`src/rtl/dmi_pkg.sv`:
```
// Shared DMI types for the core-domain side of the JTAG debug-module-interface crossing.
package dmi_pkg;

  localparam int unsigned DMI_ABITS = 7;
  localparam int unsigned DMI_DW    = 32;

  typedef enum logic [1:0] {
    DmiNop   = 2'd0,
    DmiRead  = 2'd1,
    DmiWrite = 2'd2,
    DmiRsvd  = 2'd3
  } dmi_op_e;

  typedef enum logic [1:0] {
    DmiSuccess = 2'd0,
    DmiFailed  = 2'd2,
    DmiBusy    = 2'd3
  } dmi_resp_e;

  typedef struct packed {
    logic [DMI_ABITS-1:0] addr;
    logic [DMI_DW-1:0]    data;
    dmi_op_e              op;
  } dmi_req_t;

  typedef struct packed {
    logic [DMI_DW-1:0] data;
    dmi_resp_e         resp;
  } dmi_resp_t;

  typedef enum logic [1:0] {
    StIdle,
    StIssue,
    StWait,
    StResp
  } dmi_state_e;

endpackage

```
`src/rtl/dmi_cdc_responder.sv`:
```
// Core-domain DMI endpoint: one request at a time onto the debug-module bus, with a bus timeout
// so the JTAG side always gets a response.
module dmi_cdc_responder
  import dmi_pkg::*;
#(
  parameter int unsigned ABITS   = DMI_ABITS,
  parameter int unsigned DW      = DMI_DW,
  parameter int unsigned TIMEOUT = 255
) (
  input  logic             clk_i,
  input  logic             rst_ni,
  input  logic             req_valid_i,
  output logic             req_ready_o,
  input  logic [ABITS-1:0] req_addr_i,
  input  logic [DW-1:0]    req_data_i,
  input  logic [1:0]       req_op_i,
  output logic             dm_req_o,
  output logic             dm_we_o,
  output logic [ABITS-1:0] dm_addr_o,
  output logic [DW-1:0]    dm_wdata_o,
  input  logic             dm_gnt_i,
  input  logic             dm_rvalid_i,
  input  logic [DW-1:0]    dm_rdata_i,
  input  logic             dm_err_i,
  output logic             resp_valid_o,
  input  logic             resp_ready_i,
  output logic [DW-1:0]    resp_data_o,
  output logic [1:0]       resp_op_o
);

  localparam int unsigned CntW = $clog2(TIMEOUT + 1);
  localparam logic [CntW-1:0] CntMax = CntW'(TIMEOUT);

  dmi_state_e      state_q, state_d;
  dmi_op_e         op_q, op_d;
  logic [CntW-1:0] cnt_q, cnt_d;
  logic            dm_req_q, dm_req_d;
  logic            dm_we_q, dm_we_d;
  logic [ABITS-1:0] dm_addr_q, dm_addr_d;
  logic [DW-1:0]   dm_wdata_q, dm_wdata_d;
  logic            resp_valid_q, resp_valid_d;
  logic [DW-1:0]   resp_data_q, resp_data_d;
  dmi_resp_e       resp_op_q, resp_op_d;

  logic [CntW-1:0] cnt_inc;
  logic            timed_out;

  // Counter saturates at TIMEOUT; timeout fires on the cycle it would reach TIMEOUT.
  assign cnt_inc   = (cnt_q == CntMax) ? cnt_q : cnt_q + CntW'(1);
  assign timed_out = (cnt_inc == CntMax);

  always_comb begin
    state_d      = state_q;
    op_d         = op_q;
    cnt_d        = cnt_q;
    dm_req_d     = dm_req_q;
    dm_we_d      = dm_we_q;
    dm_addr_d    = dm_addr_q;
    dm_wdata_d   = dm_wdata_q;
    resp_valid_d = resp_valid_q;
    resp_data_d  = resp_data_q;
    resp_op_d    = resp_op_q;
    req_ready_o  = 1'b0;

    unique case (state_q)
      StIdle: begin
        req_ready_o = 1'b1;
        if (req_valid_i) begin
          op_d = dmi_op_e'(req_op_i);
          unique case (dmi_op_e'(req_op_i))
            DmiRead, DmiWrite: begin
              state_d    = StIssue;
              cnt_d      = '0;
              dm_req_d   = 1'b1;
              dm_we_d    = (dmi_op_e'(req_op_i) == DmiWrite);
              dm_addr_d  = req_addr_i;
              dm_wdata_d = req_data_i;
            end
            DmiNop: begin
              state_d      = StResp;
              resp_valid_d = 1'b1;
              resp_data_d  = '0;
              resp_op_d    = DmiSuccess;
            end
            DmiRsvd: begin
              state_d      = StResp;
              resp_valid_d = 1'b1;
              resp_data_d  = '0;
              resp_op_d    = DmiFailed;
            end
          endcase
        end
      end

      StIssue: begin
        cnt_d = cnt_inc;
        if (dm_gnt_i) begin
          dm_req_d = 1'b0;
          cnt_d    = '0;
          state_d  = StWait;
          // Grant and response in one cycle complete the access immediately.
          if (dm_rvalid_i) begin
            state_d      = StResp;
            resp_valid_d = 1'b1;
            resp_data_d  = (op_q == DmiRead && !dm_err_i) ? dm_rdata_i : '0;
            resp_op_d    = dm_err_i ? DmiFailed : DmiSuccess;
          end
        end else if (timed_out) begin
          dm_req_d     = 1'b0;
          cnt_d        = '0;
          state_d      = StResp;
          resp_valid_d = 1'b1;
          resp_data_d  = '0;
          resp_op_d    = DmiFailed;
        end
      end

      StWait: begin
        cnt_d = cnt_inc;
        if (dm_rvalid_i) begin
          cnt_d        = '0;
          state_d      = StResp;
          resp_valid_d = 1'b1;
          resp_data_d  = (op_q == DmiRead && !dm_err_i) ? dm_rdata_i : '0;
          resp_op_d    = dm_err_i ? DmiFailed : DmiSuccess;
        end else if (timed_out) begin
          cnt_d        = '0;
          state_d      = StResp;
          resp_valid_d = 1'b1;
          resp_data_d  = '0;
          resp_op_d    = DmiFailed;
        end
      end

      StResp: begin
        if (resp_ready_i) begin
          resp_valid_d = 1'b0;
          state_d      = StIdle;
        end
      end
    endcase
  end

  always_ff @(posedge clk_i or negedge rst_ni) begin
    if (!rst_ni) begin
      state_q      <= StIdle;
      op_q         <= DmiNop;
      cnt_q        <= '0;
      dm_req_q     <= 1'b0;
      dm_we_q      <= 1'b0;
      dm_addr_q    <= '0;
      dm_wdata_q   <= '0;
      resp_valid_q <= 1'b0;
      resp_data_q  <= '0;
      resp_op_q    <= DmiSuccess;
    end else begin
      state_q      <= state_d;
      op_q         <= op_d;
      cnt_q        <= cnt_d;
      dm_req_q     <= dm_req_d;
      dm_we_q      <= dm_we_d;
      dm_addr_q    <= dm_addr_d;
      dm_wdata_q   <= dm_wdata_d;
      resp_valid_q <= resp_valid_d;
      resp_data_q  <= resp_data_d;
      resp_op_q    <= resp_op_d;
    end
  end

  assign dm_req_o     = dm_req_q;
  assign dm_we_o      = dm_we_q;
  assign dm_addr_o    = dm_addr_q;
  assign dm_wdata_o   = dm_wdata_q;
  assign resp_valid_o = resp_valid_q;
  assign resp_data_o  = resp_data_q;
  assign resp_op_o    = resp_op_q;

endmodule
```
`config.mk`:
```
export PLATFORM = sky130hd
export DESIGN_NAME = dmi_cdc_responder
export DESIGN_NICKNAME = d
export VERILOG_FILES = /design/src/rtl/dmi_pkg.sv /design/src/rtl/dmi_cdc_responder.sv
export SDC_FILE = /design/constraint.sdc
export NUM_CORES = 1
export LEC_CHECK = 0
export ABC_CLOCK_PERIOD_IN_PS = 3600
export BUFFER_PORTS_ARGS = -buffer_cell sky130_fd_sc_hd__buf_2
export CAP_MARGIN = 20
export CORE_MARGIN = 4
export CORE_UTILIZATION = 40
export CTS_BUF_LIST = sky130_fd_sc_hd__clkbuf_4
export CTS_CLUSTER_SIZE = 24
export DETAILED_ROUTE_END_ITERATION = 10
export PLACE_DENSITY = 0.73
export SYNTH_ARGS = -nofsm -noshare
export SYNTH_HDL_FRONTEND = slang
export SYNTH_SLANG_ARGS = --single-unit
```
`constraint.sdc`:
```
create_clock -name clk_i -period 3.6 [get_ports clk_i]
set_input_delay 0.9 -clock clk_i [delete_from_list [all_inputs] [get_ports clk_i]]
set_output_delay 0.9 -clock clk_i [all_outputs]
set_load 0.05 [all_outputs]
```
==> impl_metrics.ini <==
[floorplan]
ios = 157
design.core.area_sq_um = 9330
die_y_um = 107
dieWidth_um = 107
die-area_sq_um = 11300
fp-row-count = 35
initial_core_util = 0.416

[detailed_routing]
avgViaCountPerCell = 5.11
ant_nets = 0
wl_met3_um = 597
drt-total-wl_mm = 9.75
wl_met1_mm = 3.97
wl_per_cell_um = 16.3
dr_total_vias = 3053
highest_layer = met4
drc = 0
drt-initial-drc-count = 179
dr_wl_met2_mm = 4.98
dr.pass1.iters = 4

[synthesis]
synth-edff-count = 0
syn_nets = 398
synthCells = 309
synth_xor_area_frac = 0
yosysTopAreaCell = dfrtp_1
ys.flop_type = dfrtp_1
synth-compound-area-share = 0.170
ys_async_sr_fraction = 1.00
syn_area_per_cell_sq_um = 12.6
ys_warn_count = 0
synthMuxAreaShare = 0.119
synth_top_family_by_area = compound AO/OA/AOI/OAI gates
synth.distinct_cells = 46
yosys.area_share.simple = 0.0802
synthAdderAreaFrac = 0.0290
yosys-top-cells-area = dfrtp_1 (57%), mux2_2 (12%), a22o_1 (7.7%)
seq_area_frac_synth = 0.567
ys_ff_latch = 88
yosysTopAreaCellShare = 0.567
synth_area_sq_um = 3880

[power]
p_per_area_nw_per_um2 = 875
leakage_nw = 2.58
max-vdd-ir-drop_v = 0.000466
total_power_mw = 4.32

[critical_path]
slowest_stage = ha_1
cp-startpoint = state_q[1]$_DFFE_PN0P_
crit_type = flip-flop to output pin
crit_family = buffers and inverters
worstSetupStartpointType = flip-flop
worst-path-stages = 3
crit_buf_inv = 2
max_stage_delay_ns = 0.48
worstPathRequired_ns = 2.70
crit_chain = inv_1 > ha_1 > buf_2
reg2reg_depth = 4
crit_fanout = 13
arrival_ns = 1.90
reg2reg_from = state_q[1]$_DFFE_PN0P_
endpoint_kind = output pin

[global_route]
grt_overflow = 0
grtUsageTotal = 0.168
grt_max_degree = 89
grt_pass1_wl_mm = 15.3
grt_pass1_vias = 3068
antenna_found_initial = 1

[cells_and_area]
final_nets = 551
utilization = 0.529
drive_gt1_frac = 0.478
fillCellCount = 864
area_growth_pct = 27.1

[cts]
cts_sinks = 88
clk_pin_slew_ns = 0.15
numCtsBuffers = 9
cts_resized = 0
cts_root_buf = clkbuf_4
postCtsSetupBuffers = 0
worstSkewPairLatency_ns = 0.43
htreeDepth = 3
holdBufCountCts = 0
clockBufferDepth = 2
cts_tree = done

[placement]
dp_hpwl_mm = 7.03
gp_congestion = 0.780
preCtsSetupSlack_ns = 0.682
port_buffers = 156

[sta]
setup-tns-final_ns = 0
rsz0062_at_grt = no
tightest_slew_ns = 0.974
setup_viol = 0
holdWs_ns = 0.404
fin_crit_ns = 2.80
timing.final.crit_share = 0.777
fmax_ghz = 0.357
finalWorstSetupSlack_ns = 0.803
finalHoldViolCount = 0
relSlewSlack = 0.350
drv_slew = 0
finalClockSkew_ns = 0.0257

[flow_run]
maxCapViolations = 0

[min_path]
hp-class = input pin to asynchronous set/reset pin

[run_status]
status = complete, no violations
[layout by cell type (no fill, tap or decap), types with 6 or more instances in the layout]
cell / n
inv_1: 12
o21ai_0: 7
nand2_1: 12
clkbuf_4: 10
a22o_1: 34
ha_1: 9
nor2_1: 8
a21oi_1: 14
nand3_1: 6
mux2_2: 41
buf_2: 155
dfrtp_1: 88
[sequential cells by signal, indices dropped and copies added, names as in the netlist]
signal and flops:
dm_we_o 1, resp_valid_o 1, dm_addr_o 7, op_q 2, state_q 2, cnt_q 8, dm_req_o 1, resp_data_o 32
resp_op_o 2, dm_wdata_o 32
[metrics by stage]
| step | std cells | cell area, sq um |
|---|---|---|
| finish | 597 | 4930 |
| global route | 597 | 4930 |
| CTS | 595 | 4900 |
| detailed placement | 579 | 4750 |
| global placement | 579 | 4750 |
| floorplan | 309 | 3880 |
[final cells by class]
type / instances / area, sq um / area share
well taps: 129 / 161 / 0.0327
clock inverters: 6 / 80.1 / 0.0162
diodes: 1 / 2.50 / 0.000507
repair buffers: 158 / 818 / 0.166
multi-input cells: 193 / 1550 / 0.314
clock buffers: 10 / 75.1 / 0.0152
flip-flops and latches: 88 / 2200 / 0.446
inverters: 12 / 45.0 / 0.00913
[synth_stat cells (4+ instances only)]
cell	instances
nor2_1	8
o21ai_0	7
a21oi_1	14
a211oi_1	4
inv_1	12
nand2_1	12
nor3_1	5
ha_1	9
buf_1	4
nand3_1	7
dfrtp_1	88
o22ai_1	4
a31oi_1	5
mux2_2	41
and2_1	5
buf_2	7
a22o_1	34
[power by group]
part | total, mW | internal, mW | leakage [nW] | switching (mW)
Sequential | 1.45 | 1.28 | 1.13 | 0.166
Clock | 0.593 | 0.230 | 0.0800 | 0.363
Combinational | 2.28 | 0.642 | 1.36 | 1.63
Total | 4.32 | 2.15 | 2.58 | 2.16
[path summary, 6_finish.rpt]
path,end,slack [ns]
worst min-delay path,resp_data_o[3]$_DFFE_PN0P_,0.40
worst max register to register,dm_addr_o[6]$_DFFE_PN0P_,0.92
min in group clk_i,resp_data_o[5]$_DFFE_PN0P_,0.51
worst max-delay path,req_ready_o,0.80
max in group asynchronous,cnt_q[2]$_DFFE_PN0P_,2.57
worst min register to register,resp_data_o[5]$_DFFE_PN0P_,0.51
[per-layer routing]
layer / GRT usage / vias to the layer above
met2: 0.291 / 101
met1: 0.205 / 1483
met3: 0.0346 / 18
li1: - / 1451
met5: 0 / -
met4: 0.0703 / 0
[cell families after synthesis]
family	after synthesis
compound gates	88
flops	88
mux	41
buf+inv	28
fa+ha+maj	9
simple gates	55
Power figures use the tool's default switching activity.
